**src/rtl/rtc_tick_gen.sv**
```systemverilog
// RTC square-wave and tick generator with a handshaked half-period divisor.
// Define RTC_TICK_GEN_FRAC_EN to stretch low phases by a fractional accumulator.
module rtc_tick_gen #(
   parameter int DIV_WIDTH         = 16,
   parameter int RESET_HALF_PERIOD = 763
) (
   input  logic                 clk_i,
   input  logic                 rst_ni,
   input  logic                 testmode_i,
   input  logic                 halt_i,
   input  logic                 cfg_valid_i,
   output logic                 cfg_ready_o,
   input  logic [DIV_WIDTH-1:0] cfg_half_period_i,
   input  logic [7:0]           cfg_frac_i,
   output logic                 rtc_o,
   output logic                 tick_o,
   output logic [DIV_WIDTH-1:0] half_period_o
);

   localparam logic [DIV_WIDTH-1:0] RST_HP = DIV_WIDTH'(RESET_HALF_PERIOD);
   localparam logic [DIV_WIDTH:0]   ONE_W  = (DIV_WIDTH+1)'(1);

   logic [DIV_WIDTH-1:0] cnt_q, cnt_d;
   logic                 rtc_q, rtc_d;
   logic                 tick_q, tick_d;
   logic                 pend_q, pend_d;
   logic [DIV_WIDTH-1:0] pend_hp_q, pend_hp_d;
   logic [DIV_WIDTH-1:0] hp_q, hp_d;

   logic [DIV_WIDTH-1:0] hp_eff;
   logic [DIV_WIDTH:0]   limit;
   logic                 ext;
   logic                 term;
   logic                 full_end;
   logic                 xfer;

`ifdef RTC_TICK_GEN_FRAC_EN
   logic [7:0] pend_frac_q, pend_frac_d;
   logic [7:0] frac_q, frac_d;
   logic [7:0] acc_q, acc_d;
   logic       ext_q, ext_d;

   assign ext = ext_q;
`else
   logic unused_frac;

   assign unused_frac = ^cfg_frac_i;
   assign ext         = 1'b0;
`endif

   always_comb begin
      hp_eff = hp_q;
      if (testmode_i || (hp_q == '0)) begin
         hp_eff = DIV_WIDTH'(1);
      end
      // One extra count stretches a low phase on accumulator carry.
      limit    = {1'b0, hp_eff} + {{DIV_WIDTH{1'b0}}, ext};
      term     = !halt_i && ({1'b0, cnt_q} == (limit - ONE_W));
      full_end = term && rtc_q;
      xfer     = cfg_valid_i && !pend_q;
   end

   always_comb begin
      cnt_d     = cnt_q;
      rtc_d     = rtc_q;
      tick_d    = 1'b0;
      pend_d    = pend_q;
      pend_hp_d = pend_hp_q;
      hp_d      = hp_q;
`ifdef RTC_TICK_GEN_FRAC_EN
      pend_frac_d = pend_frac_q;
      frac_d      = frac_q;
      acc_d       = acc_q;
      ext_d       = ext_q;
`endif
      if (!halt_i) begin
         cnt_d = cnt_q + 1'b1;
      end
      if (term) begin
         cnt_d  = '0;
         rtc_d  = !rtc_q;
         tick_d = !rtc_q;
      end
      if (xfer) begin
         pend_d    = 1'b1;
         pend_hp_d = cfg_half_period_i;
`ifdef RTC_TICK_GEN_FRAC_EN
         pend_frac_d = cfg_frac_i;
`endif
      end
      if (full_end && pend_q) begin
         pend_d = 1'b0;
         hp_d   = pend_hp_q;
`ifdef RTC_TICK_GEN_FRAC_EN
         frac_d = pend_frac_q;
`endif
      end
`ifdef RTC_TICK_GEN_FRAC_EN
      if (full_end) begin
         {ext_d, acc_d} = {1'b0, acc_q} + {1'b0, frac_q};
      end else if (term) begin
         ext_d = 1'b0;
      end
`endif
   end

   always_ff @(posedge clk_i or negedge rst_ni) begin
      if (!rst_ni) begin
         cnt_q     <= '0;
         rtc_q     <= 1'b0;
         tick_q    <= 1'b0;
         pend_q    <= 1'b0;
         pend_hp_q <= '0;
         hp_q      <= RST_HP;
      end else begin
         cnt_q     <= cnt_d;
         rtc_q     <= rtc_d;
         tick_q    <= tick_d;
         pend_q    <= pend_d;
         pend_hp_q <= pend_hp_d;
         hp_q      <= hp_d;
      end
   end

`ifdef RTC_TICK_GEN_FRAC_EN
   always_ff @(posedge clk_i or negedge rst_ni) begin
      if (!rst_ni) begin
         pend_frac_q <= '0;
         frac_q      <= '0;
         acc_q       <= '0;
         ext_q       <= 1'b0;
      end else begin
         pend_frac_q <= pend_frac_d;
         frac_q      <= frac_d;
         acc_q       <= acc_d;
         ext_q       <= ext_d;
      end
   end
`endif

   assign cfg_ready_o   = !pend_q;
   assign rtc_o         = rtc_q;
   assign tick_o        = tick_q;
   assign half_period_o = hp_q;

endmodule
```
**config.mk**
```make
export PLATFORM = sky130hd
export DESIGN_NAME = rtc_tick_gen
export DESIGN_NICKNAME = d
export VERILOG_FILES = /design/src/rtl/rtc_tick_gen.sv
export SDC_FILE = /design/constraint.sdc
export NUM_CORES = 1
export LEC_CHECK = 0
export CAP_MARGIN = 20
export CORE_MARGIN = 2
export CORE_UTILIZATION = 45
export DETAILED_ROUTE_END_ITERATION = 7
export PLACE_DENSITY = 0.78
export RECOVER_POWER = 25
export SYNTH_ARGS = -nofsm -noshare
export SYNTH_HDL_FRONTEND = slang
export SYNTH_SLANG_ARGS = --single-unit
export TNS_END_PERCENT = 30
```
**constraint.sdc**
```tcl
create_clock -name clk_i -period 5.2 [get_ports clk_i]
set_input_delay 1.04 -clock clk_i [delete_from_list [all_inputs] [get_ports clk_i]]
set_output_delay 1.04 -clock clk_i [all_outputs]
set_load 0.01 [all_outputs]
```
Word-level counts from Yosys, hierarchy flattened:

Cells that the tools add are included.

* add/subtract/negate cells: 2
* equal/unequal tests: 2
* reduce and logical (&&, ||, !) cells: 10
* multiplexer cells: 6

Operator list (number)
* $mux W16: 3
* $eq A16 B17 Y1: 1
* $sub A16 B1 Y17 const B: 1
* $add A16 B1 Y16 const B: 1
* $logic_not A16 Y1: 1
* $logic_and A1 B1 Y1: 4
* $logic_not A1 Y1: 3
* $mux W1: 3
* $ne A2 B1 Y1 const B: 1
* $reduce_bool A2 Y1: 1
* $logic_or A1 B1 Y1: 1

* word-level logic and storage cells: 26
* input port bits: 29
* output and inout bits: 19
* flip-flop bits (word level): 51

Logic depth before layout (Yosys ltp):

Gate-level depths: netlist (run 1).

* word-level depth: 9
* gate-level depth with buffers: 16
* depth with buffers taken out: 12

Least setup slack after synthesis (run 1):

OpenSTA, ideal clock, no wires.

* path kind: flip-flop to flip-flop
* start: register hp_q[12], in the netlist half_period_o[12]
* end: register hp_q[10], in the netlist half_period_o[10]
* clock period less this slack: 3.995 ns
* cell stages (with the launch flop): 17
* library setup time: 0.125 ns
* path buffers: 4
* required time: 5.075 ns
* setup slack: 1.205 ns
* arrival: 3.870 ns
* path through: dfrtp_1 > buf_6 > or4_4 > nor4_4 > a21o_2 > nor2_1 > ha_1 > clkbuf_1 > nor4_1 > nor2_1 > a211oi_1 > nand3_1 > or4b_1 > and4bb_1 > buf_6 > buf_12 > mux2_4

* word-level cells in the longest chain between the ends: 8

RTL lines
* start, declared: line 28 `logic [DIV_WIDTH-1:0] hp_q, hp_d;`
* start signal, assigned: line 121 `hp_q <= hp_d;`
* $logic_not A16 Y1: line 53 `if (testmode_i || (hp_q == '0)) begin`
* $logic_or A1 B1 Y1: line 53
* $mux W16 *: line 53
* $sub A16 B1 Y17 *: line 58 `term = !halt_i && ({1'b0, cnt_q} == (limit - ONE_W));`
* $eq A16 B17 Y1 *: line 58
* $logic_and A1 B1 Y1 *: line 58
* $logic_and A1 B1 Y1 *: line 59 `full_end = term && rtc_q;`
* $logic_and A1 B1 Y1 *: line 91 `if (full_end && pend_q) begin`

Mark *: on every way between the ends. The rest lies on a longest branch, timed or not.
A chain may end at the register's enable or synchronous reset.

Worst setup path in the final report (run 1):

* start: register hp_q[11], in the netlist half_period_o[11]
* end: register hp_q[2], in the netlist half_period_o[2]

The elaborated chain is that of the path after synthesis.

==> flow_summary_export.csv, run 1 <==
group,metric,value,unit
run_status,status,"finished with violations",
run_status,violations,"capacitance limit",
sta,fin_crit,4.55,ns
critical_path,endpoint_kind,"flip-flop",
sta,rsz0062_at_grt,"no",
cts,cts_buffer_depth,2,
final_layout,final_util,53.5,%
power,p_leak,1.47,nW
sta,clock_skew,0.00728,ns
cts,tritoncts,"done",
routing,wl_per_cell,14.8,µm
place,dpl.hpwl,4.62,mm
synthesis,muxShareOfSynthArea,12.9,%
cts,cts_root_buffer,"clkbuf_8",
synthesis,synth-seq-area-share,40.8,%
die,start_util,46.4,%
power,clock_power_share,17.2,%
final_layout,nNetsFinal,368,
synthesis,synth_compound_area_share,9.33,%
synthesis,ys_ff_latch,51,
synthesis,synthDominantCellAreaShare,34.2,%
final_layout,drive_gt1_share,21.3,%
final_layout,final_common_cell,"dfrtp_1",
power,swShare,36.0,%
cts,clk-insertion-delay-late,0.31,ns
global_routing,grt_pass1_vias,2268,
synthesis,synth-adder-area-share,0.794,%
synthesis,syn-instance-count,306,
routing,routed_wl,6.44,mm
critical_path,setup.worst_path.start,"half_period_o[11]",
synthesis,async_flop_share,100,%
sta,slew_viol_final,0,
cts,clock_sinks,51,
die,die_height,87.7,µm
power,power_switching,0.000612,W
cts,cts_post_setup_buffers_inserted,0,
routing,drc,0,
min_path,worst_hold_path_type,"flip-flop to flip-flop",
power,power.density,468,nW/µm²
synthesis,synth_top_family_by_area,"simple AND/OR/NAND/NOR gates",
synthesis,ys_warn_count,0,
sta,fin_crit_sh,87.4,%
job,maxCapViolations,1,
synthesis,synth-edff-count,0,
power,p_total,0.00170,W
die,die_w,87.7,µm
min_path,worstHoldStart,"pend_hp_q[11]",
synthesis,synth-simple-area-share,20.8,%
synthesis,synthFlopType,"dfrtp_1",
global_routing,grt_usage,18.2,%
place,io_buffers,39,
power,pwr-share-seq,38.5,%
synthesis,yosysUniqueCellTypes,65,
sta,fin_setup_tns,0,ns
synthesis,synth-xor-area-share,8.34,%
cts,numCtsBuffers,5,
sta,tightest_slew,1.50,ns
critical_path,r2r_start,"half_period_o[11]",
cts,cts-resized-gates,0,
place,gp_congestion,0.904,
die,core,6790,µm²
critical_path,cp.required,5.40,ns
sta,hold_violations,0,
global_routing,grt_max_degree,52,
critical_path,critPathLaunchType,"flip-flop",
critical_path,crit_type,"flip-flop to flip-flop",
routing,drt_iter0_drc,136,
sta,setup_viol,0,
cts,postCtsHoldBufs,0,
critical_path,worst-path-max-fanout,17,
final_layout,synthToLayoutAreaGrowth,15.3,%
synthesis,syn_avg_cell_area,10.3,µm²
routing,first_pass_iters,4,
sta,max-slew-margin-rel,0.261,%
sta,fmax,220,MHz
global_routing,antenna_found_initial,0,
critical_path,arrival,4.75,ns
global_routing,grt_overflow,0,
cts,clk_pin_slew,0.09,ns
power,vdd_ir_drop_max,251,µV
sta,hold_ws,0.508,ns
power,power.share.combinational,44.3,%
die,dieArea,7690,µm²
final_layout,antenna_cells,0,
power,power.internal,0.00109,W
synthesis,synth.area.top_cells,"dfrtp_1, mux2_2, dfstp_2, xnor2_1, mux2_4",
synthesis,synthesis.nets,337,
routing,num_vias,2343,
routing,postRouteAntennaNets,0,
synthesis,yosysTopAreaCell,"dfrtp_1",
routing,via_per_inst,5.40,
die,std_cell_rows,30,
synthesis,syn_area,3150,µm²
cts,h-tree-depth,2,
die,io_pins,48,
final_layout,layout_common_cells,"dfrtp_1, clkdlybuf4s50_1, nor2_1, mux2_2, xnor2_1",
global_routing,grt_pass1_wl,11.0,mm
[layer usage]
metal	wire length, µm	global-route usage (%)	vias to the layer above
li1	-	-	1141
met1	2900	24.2	1125
met2	3120	30.0	65
met3	312	2.92	12
met4	109	6.71	0
met5	0	0	-
[metrics by stage]
stage               instances  instance area, µm²  setup slack, ns
floorplan                 306                3150             1.20
global placement          425                3510            0.517
detailed placement        425                3510            0.439
CTS                       433                3630            0.657
global route              434                3630            0.455
finish                    434                3630            0.653
[worst paths after layout]
kind	to	slack, ns	cells after the start
min reg2reg	half_period_o[11]	0.51	1
min in group asynchronous	pend_hp_q[2]	1.07	1
max in group asynchronous	rtc_o	2.38	2
min	half_period_o[11]	0.51	1
max reg2reg	half_period_o[2]	0.65	13
max	half_period_o[2]	0.65	13
[registers in the layout, indices dropped and copies added (netlist names)]
register	cells
half_period_o	16
pend_q	1
cnt_q	16
rtc_o	1
tick_o	1
pend_hp_q	16
[final cells by class]
cell class | count | area, µm²
fill | 593 | 3160
tap | 96 | 120
sequential | 51 | 1290
clock buffer | 6 | 82.6
clock inverter | 2 | 38.8
timing repair buffer | 45 | 425
multi-input combinational | 224 | 1640
inverter | 10 | 37.5
[power by group through the flow]
stage	Clock [W]	Combinational (W)	Sequential, W
detailed placement	0	0.000750	0.000657
global placement	0	0.000728	0.000654
finish	0.000292	0.000753	0.000653
CTS	0.000303	0.000753	0.000650
global route	0.000316	0.000832	0.000674
floorplan	0	0.000600	0.000612
[cell usage after synthesis, types with 5 or more instances]
cell and instances:
inv_1 10, a21oi_1 7, nor2_1 36, mux2_4 9, clkbuf_1 7, xor2_1 10
nor2b_1 7, dfrtp_1 43, nor3_1 9, mux2_2 24, dfstp_2 8, o21ai_0 10
nand3_1 11, nand2_1 13, xnor2_1 20, clkbuf_8 5
[worst max-delay path, stage by stage, from the launching register on]
cell,delay (ns)
dfrtp_1,0.48
or4_4,0.63
nor4_4,0.30
a21o_2,0.22
nor2_1,0.05
ha_1,0.30
nor3b_1,0.18
o311ai_0,0.54
xnor2_1,0.18
o21ai_0,0.09
or4b_1,0.53
and4bb_1,0.27
buf_4,0.28
mux2_2,0.38
[cell families after synthesis]
logic type	Yosys count
AND/OR/NAND/NOR	117
flip-flops	51
AO/OA/AOI/OAI	42
multiplexers	33
buffers and inverters	31
XOR/XNOR	30
adder cells (fa/ha/maj)	2
Power figures use the tool's default switching activity.
==> inputs of run 2 (changes only) <==
--- a/config.mk
+++ b/config.mk
@@ -6,10 +6,12 @@
 export NUM_CORES = 1
 export LEC_CHECK = 0
 export CAP_MARGIN = 20
+export CELL_PAD_IN_SITES_DETAIL_PLACEMENT = 0
+export CELL_PAD_IN_SITES_GLOBAL_PLACEMENT = 1
 export CORE_MARGIN = 2
-export CORE_UTILIZATION = 45
+export CORE_UTILIZATION = 42
 export DETAILED_ROUTE_END_ITERATION = 7
-export PLACE_DENSITY = 0.78
+export PLACE_DENSITY = 0.9
 export RECOVER_POWER = 25
 export SYNTH_ARGS = -nofsm -noshare
 export SYNTH_HDL_FRONTEND = slang
==> flow_summary_export.csv, run 2 (same netlist as run 1, synthesis figures left out) <==
group,metric,value,unit
run_status,status,"finished with violations",
run_status,violations,"capacitance limit, slew limit",
global_routing,grt_usage,16.9,%
power,p_leak,1.47,nW
critical_path,crit_type,"input port to flip-flop",
cts,postCtsHoldBufs,0,
critical_path,cp.required,5.41,ns
cts,clock_sinks,51,
die,core,7250,µm²
final_layout,synthToLayoutAreaGrowth,15.5,%
sta,slew_viol_final,52,
critical_path,arrival,4.73,ns
cts,cts_root_buffer,"clkbuf_8",
die,start_util,43.4,%
final_layout,final_common_cell,"dfrtp_1",
sta,fin_crit_sh,86.9,%
sta,tightest_slew,2.61,ns
global_routing,antenna_found_initial,0,
routing,via_per_inst,5.40,
min_path,worstHoldStart,"pend_hp_q[0]",
critical_path,critPathLaunchType,"input port",
sta,fin_crit,4.52,ns
critical_path,r2r_start,"half_period_o[12]",
critical_path,rr_worst_depth,13,
cts,clk_pin_slew,0.10,ns
sta,setup_viol,0,
power,power.density,470,nW/µm²
critical_path,setup.worst_path.start,"testmode_i",
cts,cts-resized-gates,0,
routing,routed_wl,6.65,mm
place,dpl.hpwl,4.84,mm
final_layout,layout_common_cells,"dfrtp_1, clkdlybuf4s50_1, nor2_1, mux2_2, xnor2_1",
min_path,whs_path_depth,1,
routing,postRouteAntennaNets,0,
cts,h-tree-depth,2,
routing,num_vias,2361,
place,gp_congestion,0.839,
sta,clock_skew,0.00746,ns
critical_path,reg2reg_setup_slack,0.69,ns
critical_path,endpoint_kind,"flip-flop",
die,io_pins,48,
routing,drc,0,
sta,fin_setup_tns,0,ns
die,std_cell_rows,31,
critical_path,worst-path-max-fanout,17,
routing,drt_iter0_drc,118,
final_layout,nNetsFinal,368,
min_path,holdPathEnd,"half_period_o[0]",
critical_path,reg2reg_to,"half_period_o[15]",
sta,hold_violations,0,
routing,first_pass_iters,4,
die,die_height,90.6,µm
die,die_w,90.6,µm
place,io_buffers,39,
cts,numCtsBuffers,5,
cts,cts_buffer_depth,2,
global_routing,grt_overflow,0,
global_routing,grt_max_degree,52,
global_routing,grt_pass1_vias,2333,
global_routing,grt_pass1_wl,11.3,mm
min_path,worst_hold_path_type,"flip-flop to flip-flop",
cts,cts_post_setup_buffers_inserted,0,
sta,fmax,221,MHz
sta,max-slew-margin-rel,-74.0,%
job,maxCapViolations,1,
final_layout,final_util,50.2,%
power,vdd_ir_drop_max,217,µV
final_layout,antenna_cells,0,
final_layout,drive_gt1_share,21.6,%
die,dieArea,8210,µm²
cts,tritoncts,"done",
sta,rsz0062_at_grt,"no",
cts,clk-insertion-delay-late,0.31,ns
routing,wl_per_cell,15.2,µm
[run 2: cell types whose count changed in the layout (fill, tap and decap cells not counted)]
cell	change
buf_2	+1
clkbuf_1	-1
[run 2: cell type report]
class / count / area [µm²]
tap: 99 / 124
timing repair buffer: 45 / 427
multi-input combinational: 224 / 1640
clock inverter: 2 / 38.8
fill: 677 / 3610
sequential: 51 / 1290
inverter: 10 / 37.5
clock buffer: 6 / 82.6
[run 2: power breakdown]
part           switching [W]  internal, W  leakage (nW)
Clock               0.000140     0.000158        0.0618
Combinational       0.000344     0.000410         0.775
Sequential          0.000138     0.000519         0.638
[run 2: metrics by stage]
step / cell area (µm²) / setup slack, ns / hold WS [ns] / cells / power (W)
floorplan: 3150 / 1.20 / 0.475 / 306 / 0.00121
global placement: 3520 / 0.405 / 0.483 / 429 / 0.00139
detailed placement: 3520 / 0.389 / 0.491 / 429 / 0.00141
CTS: 3640 / 0.721 / 0.509 / 437 / 0.00172
global route: 3640 / 0.417 / 0.523 / 437 / 0.00183
finish: 3640 / 0.680 / 0.508 / 437 / 0.00171
[run 2: worst max-delay path: stages]
cell and delay (ns):
clkdlybuf4s50_1 0.51, a21o_2 0.27, nor2_1 0.10, ha_1 0.34, or4b_1 0.50, nor2_1 0.19, a22oi_1 0.12, o211a_1 0.22
or4_1 0.49, and4bb_1 0.28, buf_4 0.29, mux2_2 0.37
[run 2: per-layer routing]
layer	wire [µm]	GRT usage (%)	part of all wire, %	vias to the layer above
met4	82	4.62	1.2	0
met1	3080	22.8	46	1146
met5	0	0	0	-
met3	281	3.42	4.2	10
met2	3210	27.6	48	62
li1	-	-	-	1143
[run 2: worst max path at each step]
| stage | end | slack [ns] | depth (start not counted) |
|---|---|---|---|
| after floorplan | half_period_o[10] | 1.20 | 16 |
| after global placement | half_period_o[2] | 0.40 | 12 |
| after detailed placement | half_period_o[15] | 0.39 | 12 |
| after CTS | half_period_o[15] | 0.72 | 12 |
| after global routing | half_period_o[2] | 0.42 | 13 |
| final | half_period_o[15] | 0.68 | 12 |
==> inputs of run 3 (changes only) <==
==> constraint.sdc (replaced) <==
create_clock -name clk_i -period 5.2 [get_ports clk_i]
set_input_delay 0.52 -clock clk_i [delete_from_list [all_inputs] [get_ports clk_i]]
set_output_delay 0.52 -clock clk_i [all_outputs]
set_load 0.01 [all_outputs]
==> flow_summary_export.csv, run 3 (same netlist as run 1, synthesis figures left out) <==
group,metric,value,unit
critical_path,cpPeakStageDelay,0.63,ns
critical_path,critPathCapture,"half_period_o[2]",
power,power_switching,0.000622,W
critical_path,cp_top_family,"simple AND/OR/NAND/NOR gates",
cts,cts_root_buffer,"clkbuf_8",
die,core,7250,µm²
cts,cts-resized-gates,0,
min_path,worst_hold_path_type,"flip-flop to flip-flop",
global_routing,antenna_found_initial,0,
global_routing,grt_usage,17.1,%
sta,fin_setup_tns,0,ns
die,die_height,90.6,µm
run_status,violations,"capacitance limit, slew limit",
cts,postCtsHoldBufs,0,
final_layout,regArea,1290,µm²
critical_path,path_common_cell,"buf_4",
final_layout,antenna_cells,0,
critical_path,setup.worst_path.start,"half_period_o[11]",
routing,num_vias,2389,
sta,rsz0062_at_grt,"no",
global_routing,grt_pass1_wl,11.6,mm
power,p_leak,1.47,nW
final_layout,multi_input_area,1640,µm²
routing,drc,0,
global_routing,grt_pass1_vias,2375,
critical_path,reg2reg_to,"half_period_o[2]",
routing,routed_wl,6.77,mm
sta,fin_crit,4.39,ns
power,power.density,470,nW/µm²
critical_path,cp.depth,14,
routing,postRouteAntennaNets,0,
place,gp_congestion,0.851,
critical_path,rr_worst_depth,14,
cts,cts_buffer_depth,2,
sta,hold_violations,0,
run_status,status,"finished with violations",
die,start_util,43.4,%
final_layout,synthToLayoutAreaGrowth,15.3,%
sta,max-slew-margin-rel,-78.8,%
critical_path,critPathLaunchType,"flip-flop",
cts,numCtsBuffers,5,
critical_path,endpoint_kind,"flip-flop",
critical_path,arrival,4.59,ns
power,pwr-share-seq,38.4,%
critical_path,r2r_start,"half_period_o[11]",
power,power.share.combinational,44.4,%
critical_path,crit_buf_inv,2,
cts,clk-insertion-delay-late,0.31,ns
cts,clk_pin_slew,0.10,ns
critical_path,cp.required,5.40,ns
sta,fin_crit_sh,84.5,%
sta,hold_ws,0.510,ns
routing,via_per_inst,5.48,
power,clock_power_share,17.2,%
power,swShare,36.4,%
die,die_w,90.6,µm
sta,setup_viol,0,
die,dieArea,8210,µm²
routing,wl_per_cell,15.5,µm
sta,clock_skew,0.0115,ns
cts,tritoncts,"done",
place,io_buffers,39,
critical_path,worst-path-max-fanout,17,
power,vdd_ir_drop_max,232,µV
critical_path,cpMaxStageDelayCell,"or4_4",
cts,clock_sinks,51,
final_layout,final_common_cell,"dfrtp_1",
final_layout,nNetsFinal,367,
power,power.internal,0.00109,W
cts,cts_post_setup_buffers_inserted,0,
sta,tightest_slew,2.68,ns
global_routing,grt_max_degree,52,
final_layout,drive_gt1_share,21.4,%
job,maxCapViolations,1,
cts,h-tree-depth,2,
min_path,whs_path_depth,1,
final_layout,layout_common_cells,"dfrtp_1, clkdlybuf4s50_1, nor2_1, mux2_2, xnor2_1",
die,std_cell_rows,31,
critical_path,crit_chain,"or4_4, nor4_4, a21o_2, nor2_1, ha_1, buf_4, xnor2_1, nand4_1, a21oi_1, a311oi_1, or4_1, and4bb_1, buf_4, mux2_2",
final_layout,fillers,668,
critical_path,crit_type,"flip-flop to flip-flop",
die,io_pins,48,
sta,slew_viol_final,52,
sta,fmax,228,MHz
critical_path,reg2reg_setup_slack,0.81,ns
routing,first_pass_iters,4,
place,dpl.hpwl,4.82,mm
min_path,worstHoldStart,"pend_hp_q[3]",
global_routing,grt_overflow,0,
routing,drt_iter0_drc,187,
## run 3: area by class of cell
cell class	count	share of cell area (%)
sequential	51	35.4
clock inverter	2	1.07
timing repair buffer	44	11.5
multi-input combinational	224	45.2
clock buffer	6	2.27
tap	99	3.41
inverter	10	1.03
## run 3: power groups by stage
| stage | registers, W | clock network [W] | logic [W] |
|---|---|---|---|
| after floorplan | 0.000612 | 0 | 0.000600 |
| after global placement | 0.000653 | 0 | 0.000734 |
| after detailed placement | 0.000662 | 0 | 0.000752 |
| after CTS | 0.000655 | 0.000301 | 0.000757 |
| after global routing | 0.000677 | 0.000316 | 0.000839 |
| final | 0.000656 | 0.000294 | 0.000759 |
## run 3: how the worst min path moves through the flow
stage / to / slack (ns)
after detailed placement: pend_hp_q[3] / 0.49
after global routing: pend_hp_q[0] / 0.53
after global placement: half_period_o[13] / 0.48
after floorplan: cnt_q[0] / 0.22
after CTS: pend_hp_q[12] / 0.35
final: pend_hp_q[3] / 0.51
## run 3: metal layers
layer | global-route usage (%) | vias to the layer above | share of wire, %
li1 | - | 1134 | -
met1 | 22.6 | 1181 | 47
met2 | 29.0 | 69 | 48
met3 | 3.42 | 5 | 4.3
met4 | 3.72 | 0 | 0.50
met5 | 0 | - | 0
## run 3: stage by stage
stage | cell area, µm² | instances | setup slack, ns | total power (W) | utilization, %
3_3_place_gp | 3510 | 428 | 0.909 | 0.00139 | 48.4
2_1_floorplan | 3150 | 306 | 1.20 | 0.00121 | -
4_1_cts | 3630 | 436 | 0.839 | 0.00171 | 50.1
6_report | 3630 | 436 | 0.808 | 0.00171 | 50.1
3_5_place_dp | 3510 | 428 | 0.872 | 0.00141 | 48.4
5_1_grt | 3630 | 436 | 0.542 | 0.00183 | 50.1
